[src/rtl/keypad_scan_pkg.sv]
// Shared types and constants for the 4x4 keypad scanner.
// The row helpers decode an active-low row pattern.
package keypad_scan_pkg;

    localparam int KEY_W            = 4;
    localparam int NUM_LINES        = 4;
    localparam int SCAN_DIV_DEF     = 50000;
    localparam int DEBOUNCE_CNT_DEF = 8;

    typedef enum logic [1:0] {
        ST_SCAN,
        ST_DEBOUNCE,
        ST_HOLD,
        ST_RELEASE
    } state_e;

    // True when exactly one row line is pulled low (multi-row = ghosting).
    function automatic logic single_low(input logic [NUM_LINES-1:0] row);
        logic [NUM_LINES-1:0] act;
        act = ~row;
        return (act != '0) &&
               ((act & (act - {{(NUM_LINES-1){1'b0}}, 1'b1})) == '0);
    endfunction

    function automatic logic [1:0] low_index(input logic [NUM_LINES-1:0] row);
        logic [1:0] idx;
        idx = '0;
        for (int i = 0; i < NUM_LINES; i++) begin
            if (!row[i]) idx = 2'(i);
        end
        return idx;
    endfunction

endpackage

[src/rtl/keypad_scan_tick_gen.sv]
// Free-running prescaler: one-cycle tick every SCAN_DIV clocks.
module scan_tick_gen
    import keypad_scan_pkg::*;
#(
    parameter int SCAN_DIV = SCAN_DIV_DEF
) (
    input  logic clk,
    input  logic rst,
    output logic o_tick
);

    localparam int CW = (SCAN_DIV > 1) ? $clog2(SCAN_DIV) : 1;

    logic [CW-1:0] cnt_q, cnt_d;

    always_comb begin
        o_tick = (cnt_q == CW'(SCAN_DIV - 1));
        cnt_d  = o_tick ? '0 : cnt_q + CW'(1);
    end

    always_ff @(posedge clk) begin
        if (rst) cnt_q <= '0;
        else     cnt_q <= cnt_d;
    end

endmodule

[src/rtl/keypad_scan.sv]
// 4x4 matrix keypad scanner with ghost rejection, press/release debounce
// and single-cycle valid/release pulses.
module keypad_scan
    import keypad_scan_pkg::*;
#(
    parameter int SCAN_DIV     = SCAN_DIV_DEF,
    parameter int DEBOUNCE_CNT = DEBOUNCE_CNT_DEF
) (
    input  logic             clk,
    input  logic             rst,
    output logic [3:0]       o_col,
    input  logic [3:0]       i_row,
    output logic [KEY_W-1:0] o_key_code,
    output logic             o_key_valid,
    output logic             o_key_held,
    output logic             o_key_release
);

    localparam logic [3:0] DB_LAST = 4'(DEBOUNCE_CNT);

    logic             tick;
    logic [3:0]       row_meta_q, row_s_q;
    state_e           state_q, state_d;
    logic [1:0]       col_q, col_d;
    logic [1:0]       row_q, row_d;
    logic [3:0]       pat_q, pat_d;
    logic [3:0]       cnt_q, cnt_d;
    logic [KEY_W-1:0] code_q, code_d;
    logic             valid_q, valid_d;
    logic             release_q, release_d;

    scan_tick_gen #(.SCAN_DIV(SCAN_DIV)) u_tick (
        .clk    (clk),
        .rst    (rst),
        .o_tick (tick)
    );

    always_comb begin
        state_d   = state_q;
        col_d     = col_q;
        row_d     = row_q;
        pat_d     = pat_q;
        cnt_d     = cnt_q;
        code_d    = code_q;
        valid_d   = 1'b0;
        release_d = 1'b0;
        if (tick) begin
            case (state_q)
                ST_SCAN: begin
                    if (single_low(row_s_q)) begin
                        row_d = low_index(row_s_q);
                        pat_d = row_s_q;
                        cnt_d = 4'd1;
                        if (cnt_d == DB_LAST) begin
                            valid_d = 1'b1;
                            code_d  = {low_index(row_s_q), col_q};
                            state_d = ST_HOLD;
                        end else begin
                            state_d = ST_DEBOUNCE;
                        end
                    end else begin
                        col_d = col_q + 2'd1;
                    end
                end
                ST_DEBOUNCE: begin
                    if (row_s_q == pat_q) begin
                        cnt_d = cnt_q + 4'd1;
                        if (cnt_d == DB_LAST) begin
                            valid_d = 1'b1;
                            code_d  = {row_q, col_q};
                            state_d = ST_HOLD;
                        end
                    end else begin
                        col_d   = col_q + 2'd1;
                        state_d = ST_SCAN;
                    end
                end
                ST_HOLD: begin
                    // Column stays frozen, so only keys in the latched column can hold us here.
                    if (row_s_q == 4'hF) begin
                        cnt_d = 4'd1;
                        if (cnt_d == DB_LAST) begin
                            release_d = 1'b1;
                            col_d     = col_q + 2'd1;
                            state_d   = ST_SCAN;
                        end else begin
                            state_d = ST_RELEASE;
                        end
                    end
                end
                ST_RELEASE: begin
                    if (row_s_q == 4'hF) begin
                        cnt_d = cnt_q + 4'd1;
                        if (cnt_d == DB_LAST) begin
                            release_d = 1'b1;
                            col_d     = col_q + 2'd1;
                            state_d   = ST_SCAN;
                        end
                    end else begin
                        state_d = ST_HOLD;
                    end
                end
                default: state_d = ST_SCAN;
            endcase
        end
    end

    always_ff @(posedge clk) begin
        if (rst) begin
            row_meta_q <= 4'hF;
            row_s_q    <= 4'hF;
            state_q    <= ST_SCAN;
            col_q      <= '0;
            row_q      <= '0;
            pat_q      <= 4'hF;
            cnt_q      <= '0;
            code_q     <= '0;
            valid_q    <= 1'b0;
            release_q  <= 1'b0;
        end else begin
            row_meta_q <= i_row;
            row_s_q    <= row_meta_q;
            state_q    <= state_d;
            col_q      <= col_d;
            row_q      <= row_d;
            pat_q      <= pat_d;
            cnt_q      <= cnt_d;
            code_q     <= code_d;
            valid_q    <= valid_d;
            release_q  <= release_d;
        end
    end

    assign o_col         = ~(4'b0001 << col_q);
    assign o_key_code    = code_q;
    assign o_key_valid   = valid_q;
    assign o_key_release = release_q;
    assign o_key_held    = (state_q == ST_HOLD) || (state_q == ST_RELEASE);

endmodule

[config.mk]
export PLATFORM = sky130hd
export DESIGN_NAME = keypad_scan
export DESIGN_NICKNAME = d
export VERILOG_FILES = /design/src/rtl/keypad_scan_pkg.sv /design/src/rtl/keypad_scan_tick_gen.sv /design/src/rtl/keypad_scan.sv
export SDC_FILE = /design/constraint.sdc
export NUM_CORES = 1
export LEC_CHECK = 0
export ABC_AREA = 1
export BUFFER_PORTS_ARGS = -buffer_cell sky130_fd_sc_hd__buf_4
export CAP_MARGIN = 20
export CELL_PAD_IN_SITES_DETAIL_PLACEMENT = 1
export CELL_PAD_IN_SITES_GLOBAL_PLACEMENT = 2
export CORE_ASPECT_RATIO = 0.6
export CORE_MARGIN = 4
export CORE_UTILIZATION = 36
export CTS_BUF_LIST = sky130_fd_sc_hd__clkbuf_4 sky130_fd_sc_hd__clkbuf_8
export CTS_CLUSTER_DIAMETER = 50
export CTS_CLUSTER_SIZE = 16
export DETAILED_ROUTE_END_ITERATION = 8
export PLACE_DENSITY_LB_ADDON = 0.1
export RECOVER_POWER = 50
export SLEW_MARGIN = 20
export SYNTH_ARGS = -nofsm -noshare
export SYNTH_HDL_FRONTEND = slang
export SYNTH_SLANG_ARGS = --single-unit
[constraint.sdc]
create_clock -name clk -period 1.6 [get_ports clk]
set_input_delay 0.16 -clock clk [delete_from_list [all_inputs] [get_ports clk]]
set_output_delay 0.16 -clock clk [all_outputs]
set_load 0.01 [all_outputs]
Word level (Yosys, flattened, before mapping)
Cells that the tools add are included.
{"block": "totals", "input_bits": 6, "word_cells": 75, "out_inout_bits": 11, "register_bits": 44}
{"block": "op_classes", "mux": 21, "bitwise_logic": 8, "n_reduce_logical": 14, "addsub": 4, "eq_ne": 16, "shifts": 1}
{"operator": "2-bit 2-to-1 mux", "n": 12}
{"operator": "16-bit by 1-bit adder with 16-bit output (second input constant)", "n": 1}
{"operator": "16-bit equality test (second input constant)", "n": 1}
{"operator": "4-bit 2-to-1 mux", "n": 4}
{"operator": "4-bit case mux with 4 select lines", "n": 1}
{"operator": "2-bit inequality test (second input constant)", "n": 7}
{"operator": "5-bit AND reduction", "n": 2}
{"operator": "4-bit equality test (second input constant)", "n": 2}
{"operator": "4-bit inverter", "n": 2}
{"operator": "2-bit case mux with 4 select lines", "n": 1}
{"operator": "4-bit OR reduction", "n": 2}
{"operator": "3-bit inequality test (second input constant)", "n": 2}
{"operator": "2-bit case mux with 3 select lines", "n": 1}
{"operator": "6-bit AND reduction", "n": 1}
{"operator": "1-bit inverter", "n": 5}
{"operator": "4-bit by 1-bit adder with 4-bit output (second input constant)", "n": 1}
{"operator": "4-bit AND", "n": 1}
{"operator": "2-bit equality test (second input constant)", "n": 2}
{"operator": "4-bit equality test", "n": 1}
{"operator": "4-bit logical NOT", "n": 1}
{"operator": "4-bit AND reduction", "n": 1}
{"operator": "4-bit nonzero test", "n": 1}
{"operator": "1-bit by 2-bit << shifter with 4-bit output (first input constant)", "n": 1}
{"operator": "4-bit by 1-bit subtractor with 4-bit output (second input constant)", "n": 1}
{"operator": "other kinds (9)", "n": 10}

Longest topological paths before layout
{"block": "depth", "depth_word": 7, "mapped_depth": 11, "ltp_nobuf": 11}

Modules after synthesis
Synthesis repeated with hierarchy kept, for this count alone.
{"block": "hier_totals", "cells_unflattened": 319, "area_unflattened_um2": 2212.1}
{"module": "keypad_scan", "area_each_um2": 1381.3, "n_inst": 1, "cells_per_inst": 192, "seq_area_each_um2": 560.5}
{"module": "scan_tick_gen", "area_each_um2": 830.8, "n_inst": 1, "cells_per_inst": 127, "seq_area_each_um2": 320.3}

Least setup slack after synthesis
OpenSTA, ideal clock, no wires.
{"block": "synth_timing", "path_kind": "reg2reg", "start": "register u_tick.cnt_q[0]", "end": "register col_q[1]", "setup_ns": 0.113, "synth_period_minus_slack_ns": 1.478, "slack_ns": 0.122, "arrival_ns": 1.365, "n_path_buf": 0, "required_time_ns": 1.487, "stages_incl_launch_ff": 11, "cell_sequence": "dfxtp_1 -> ha_1 -> nand3_2 -> nor2_4 -> nand3_4 -> nor2_8 -> nand2_4 -> nor2_4 -> nand2_1 -> nand2_1 -> nor2_1"}
{"block": "synth_between", "elab_chain_len": 2}
{"item": "start, declared", "line_no": "keypad_scan_tick_gen.sv:14", "source": "logic [CW-1:0] cnt_q, cnt_d;"}
{"item": "start signal, assigned", "line_no": "keypad_scan_tick_gen.sv:23", "source": "else cnt_q <= cnt_d;"}
{"item": "16-bit equality test", "line_no": "keypad_scan_tick_gen.sv:17", "source": "o_tick = (cnt_q == CW'(SCAN_DIV - 1));"}
{"item": "6-bit AND reduction (no source line)"}
{"item": "end signal, assigned", "line_no": "keypad_scan.sv:124", "source": "col_q <= col_d;"}
{"item": "end, declared", "line_no": "keypad_scan.sv:24", "source": "logic [1:0] col_q, col_d;"}
Every way passes these cells.
A chain may end at the register's enable or synchronous reset.

Worst setup path in the final report
{"block": "layout_timing", "start": "register u_tick.cnt_q[1]", "end": "register code_q[0] (netlist: o_key_code[0])"}
{"block": "layout_between", "elab_chain_len": 2}
{"item": "16-bit equality test", "line_no": "keypad_scan_tick_gen.sv:17"}
{"item": "4-bit AND reduction (no source line)"}
{"item": "end signal, assigned", "line_no": "keypad_scan.sv:128", "source": "code_q <= code_d;"}
{"item": "end, declared", "line_no": "keypad_scan.sv:28", "source": "logic [KEY_W-1:0] code_q, code_d;"}
Every way passes these cells.

==> qor.yml <==
drv_cap: 0
clkSinkCount: 44
groute.usage.overall_pct: 15.80
r2r_end: "o_key_code[0]"
slew_headroom_pct: 78.74
root_buffer: "clkbuf_8"
finalCriticalPeriod_ns: 1.559
cp.arrival_ns: 1.77
synth-main-ff-cell: "dfxtp_1"
cts_buffer_depth: 2
rsz0062_at_grt: "yes"
vias_per_cell: 4.618
synth_cell_types: 32
placementRows: 22
synth_area_leaders: "dfxtp_1, nand2_1, nor2_1, inv_1, nand3_1"
fin_hold_ws_ns: 0.02817
finalPower_mw: 2.181
area_growth_pct: 19.66
ios: 17
syn_area_per_cell_um2: 7.244
cts_buffers: 5
path_max_fanout: 5
clk_latency_ns: 0.31
htree_levels: 2
wirelength_um: 5715
synth-seq-cells: 44
grt_pass1_vias: 1958
num_vias: 2004
status: "finished clean"
worstPathRequired_ns: 1.81
cellLeakagePower_nw: 1.224
worstHoldStart: "i_row[0]"
synthArstFlopShare_pct: 0
core_mm2: 0.006166
drcViolationCount: 0
min_period_over_period_pct: 97.41
syn_area_mm2: 0.002303
timing.rr.start: "u_tick.cnt_q[1]"
overflow: 0
tns_ns: 0
ff2ff_setup_slack_ns: 0.04
hold_viol: 0
fin_skew_ns: 0.008822
crit_type: "flop to flop"
drive_gt1_share_pct: 24.29
grt_pass1_wl_um: 9777
wl_per_cell_um: 13.17
synth_nets: 330
syn_inst: 318
drv_slew: 0
dieArea_mm2: 0.007784
drt-initial-drc-count: 96
layout_commonest_cell: "nand2_1"
yosysWarnings: 0
synthDominantCellAreaShare_pct: 38.24
dieHeight_um: 69.96
min_path_cells: 2
gp_congestion: 0.7812
antenna_found_initial: 0
synth_edf_count: 0
drtPass1Iterations: 4
grt_start_max_net_pins: 15
power_density_mw_per_mm2: 791.2
ant_nets: 0
min_path_type: "input pin to flop"
synth-seq-area-share_pct: 38.24
holdPathEnd: "row_meta_q[0]"
start_util_pct: 37.36
portBuffers: 16
cts_tree: "done"
place_hpwl_um: 4384
fmax_mhz: 641.6
ir_drop_v: 0.0004199
clk_pin_slew_worst_paths_ns: 0.09
rr_worst_depth: 8
n_antenna_cell: 0
dieWidth_um: 111.3
crit_path_end_kind: "flop"
nets: 361
critPathLaunchType: "flop"
yosys.area.top_type: "dfxtp_1"
mostFrequentLayoutCells: "nand2_1, nor2_1, inv_1"
setup_viol: 0
worstMarginPinSlew_ns: 0.3185
## power breakdown
part           internal, mW  switching (mW)
Sequential             1.11          0.0161
Clock                 0.511           0.418
Combinational        0.0526          0.0723
## flip-flops by register name, indices dropped and copies added (netlist names)
register,cells
cnt_q,4
col_q,2
pat_q,4
state_q,2
u_tick.cnt_q,16
row_q,2
o_key_valid,1
row_s_q,4
o_key_code,4
o_key_release,1
row_meta_q,4
## stage by stage
step	cells	cell area [um^2]	utilization [%]	setup WS (ns)
after floorplan	318	2303	-	0.1223
after global placement	423	2570	41.68	-0.001985
after detailed placement	423	2570	41.68	-0.05692
after CTS	432	2736	44.38	0.001836
after global routing	434	2756	44.70	-0.08672
final	434	2756	44.70	0.04149
## cells by family after synthesis
family          after synthesis  share of synthesized area, %
fa+ha+maj                     6                         3.259
flops                        44                         38.24
buf+inv                      51                         9.016
compound gates               25                         6.355
xor+xnor                      4                         1.521
simple gates                188                         41.61
## worst max-delay path, cell delays in order (launching register included)
cell,delay [ns]
dfxtp_4,0.38
ha_4,0.14
nand3_4,0.09
nor2_4,0.22
nand3_4,0.12
nor2_8,0.15
nand3b_4,0.12
o21ai_0,0.17
nor2_1,0.05
## worst max-delay path by stage
stage                          startpoint       endpoint  slack (ns)
after CTS                      row_s_q[1]  o_key_code[1]       0.002
final                     u_tick.cnt_q[1]  o_key_code[0]        0.04
after global placement    u_tick.cnt_q[0]  o_key_release      -0.002
after detailed placement  u_tick.cnt_q[1]  o_key_code[1]       -0.06
after floorplan           u_tick.cnt_q[0]       col_q[1]        0.12
after global routing      u_tick.cnt_q[1]       cnt_q[0]       -0.09
## final cells by class
cell class,instances,area (um^2)
fillers,781,3410
multi-input cells,223,1279
clock inverters,2,38.79
inverters,46,173.9
well taps,84,105.1
flip-flops and latches,44,897.1
clock buffers,6,82.58
repair buffers,29,180.2
## what timing repair did
item                                    CTS  global route
setup buffers                             1             3
endpoints found under the hold margin     0             0
endpoints found under the setup margin   13            28
pin swaps                                 1            15
gates resized for setup                   8            20
gates cloned                              0             0
hold buffers                              0             0
## Yosys cell counts, types with 2 or more instances
library cell / instances
nand3_2: 5
nor2_2: 5
xor2_1: 2
inv_2: 3
nor2_1: 57
dfxtp_1: 44
nand2_1: 69
nand3_1: 17
nand2_2: 3
nor3_1: 4
inv_1: 42
o211ai_1: 4
clkbuf_1: 3
nand4_1: 5
or2_2: 9
a21oi_1: 10
xnor2_1: 2
buf_6: 2
ha_1: 6
nor2_4: 7
o21ai_0: 8
## metal layers
metal  vias to the layer above  routed length (um)  track usage (%)
li1                       1053                   -                -
met2                        16                2152            20.71
met4                         0                  80            5.263
met3                         8                 154            4.329
met5                         -                   0                0
met1                       927                3327            24.22
Note: power is estimated with default switching activity, not from simulation.
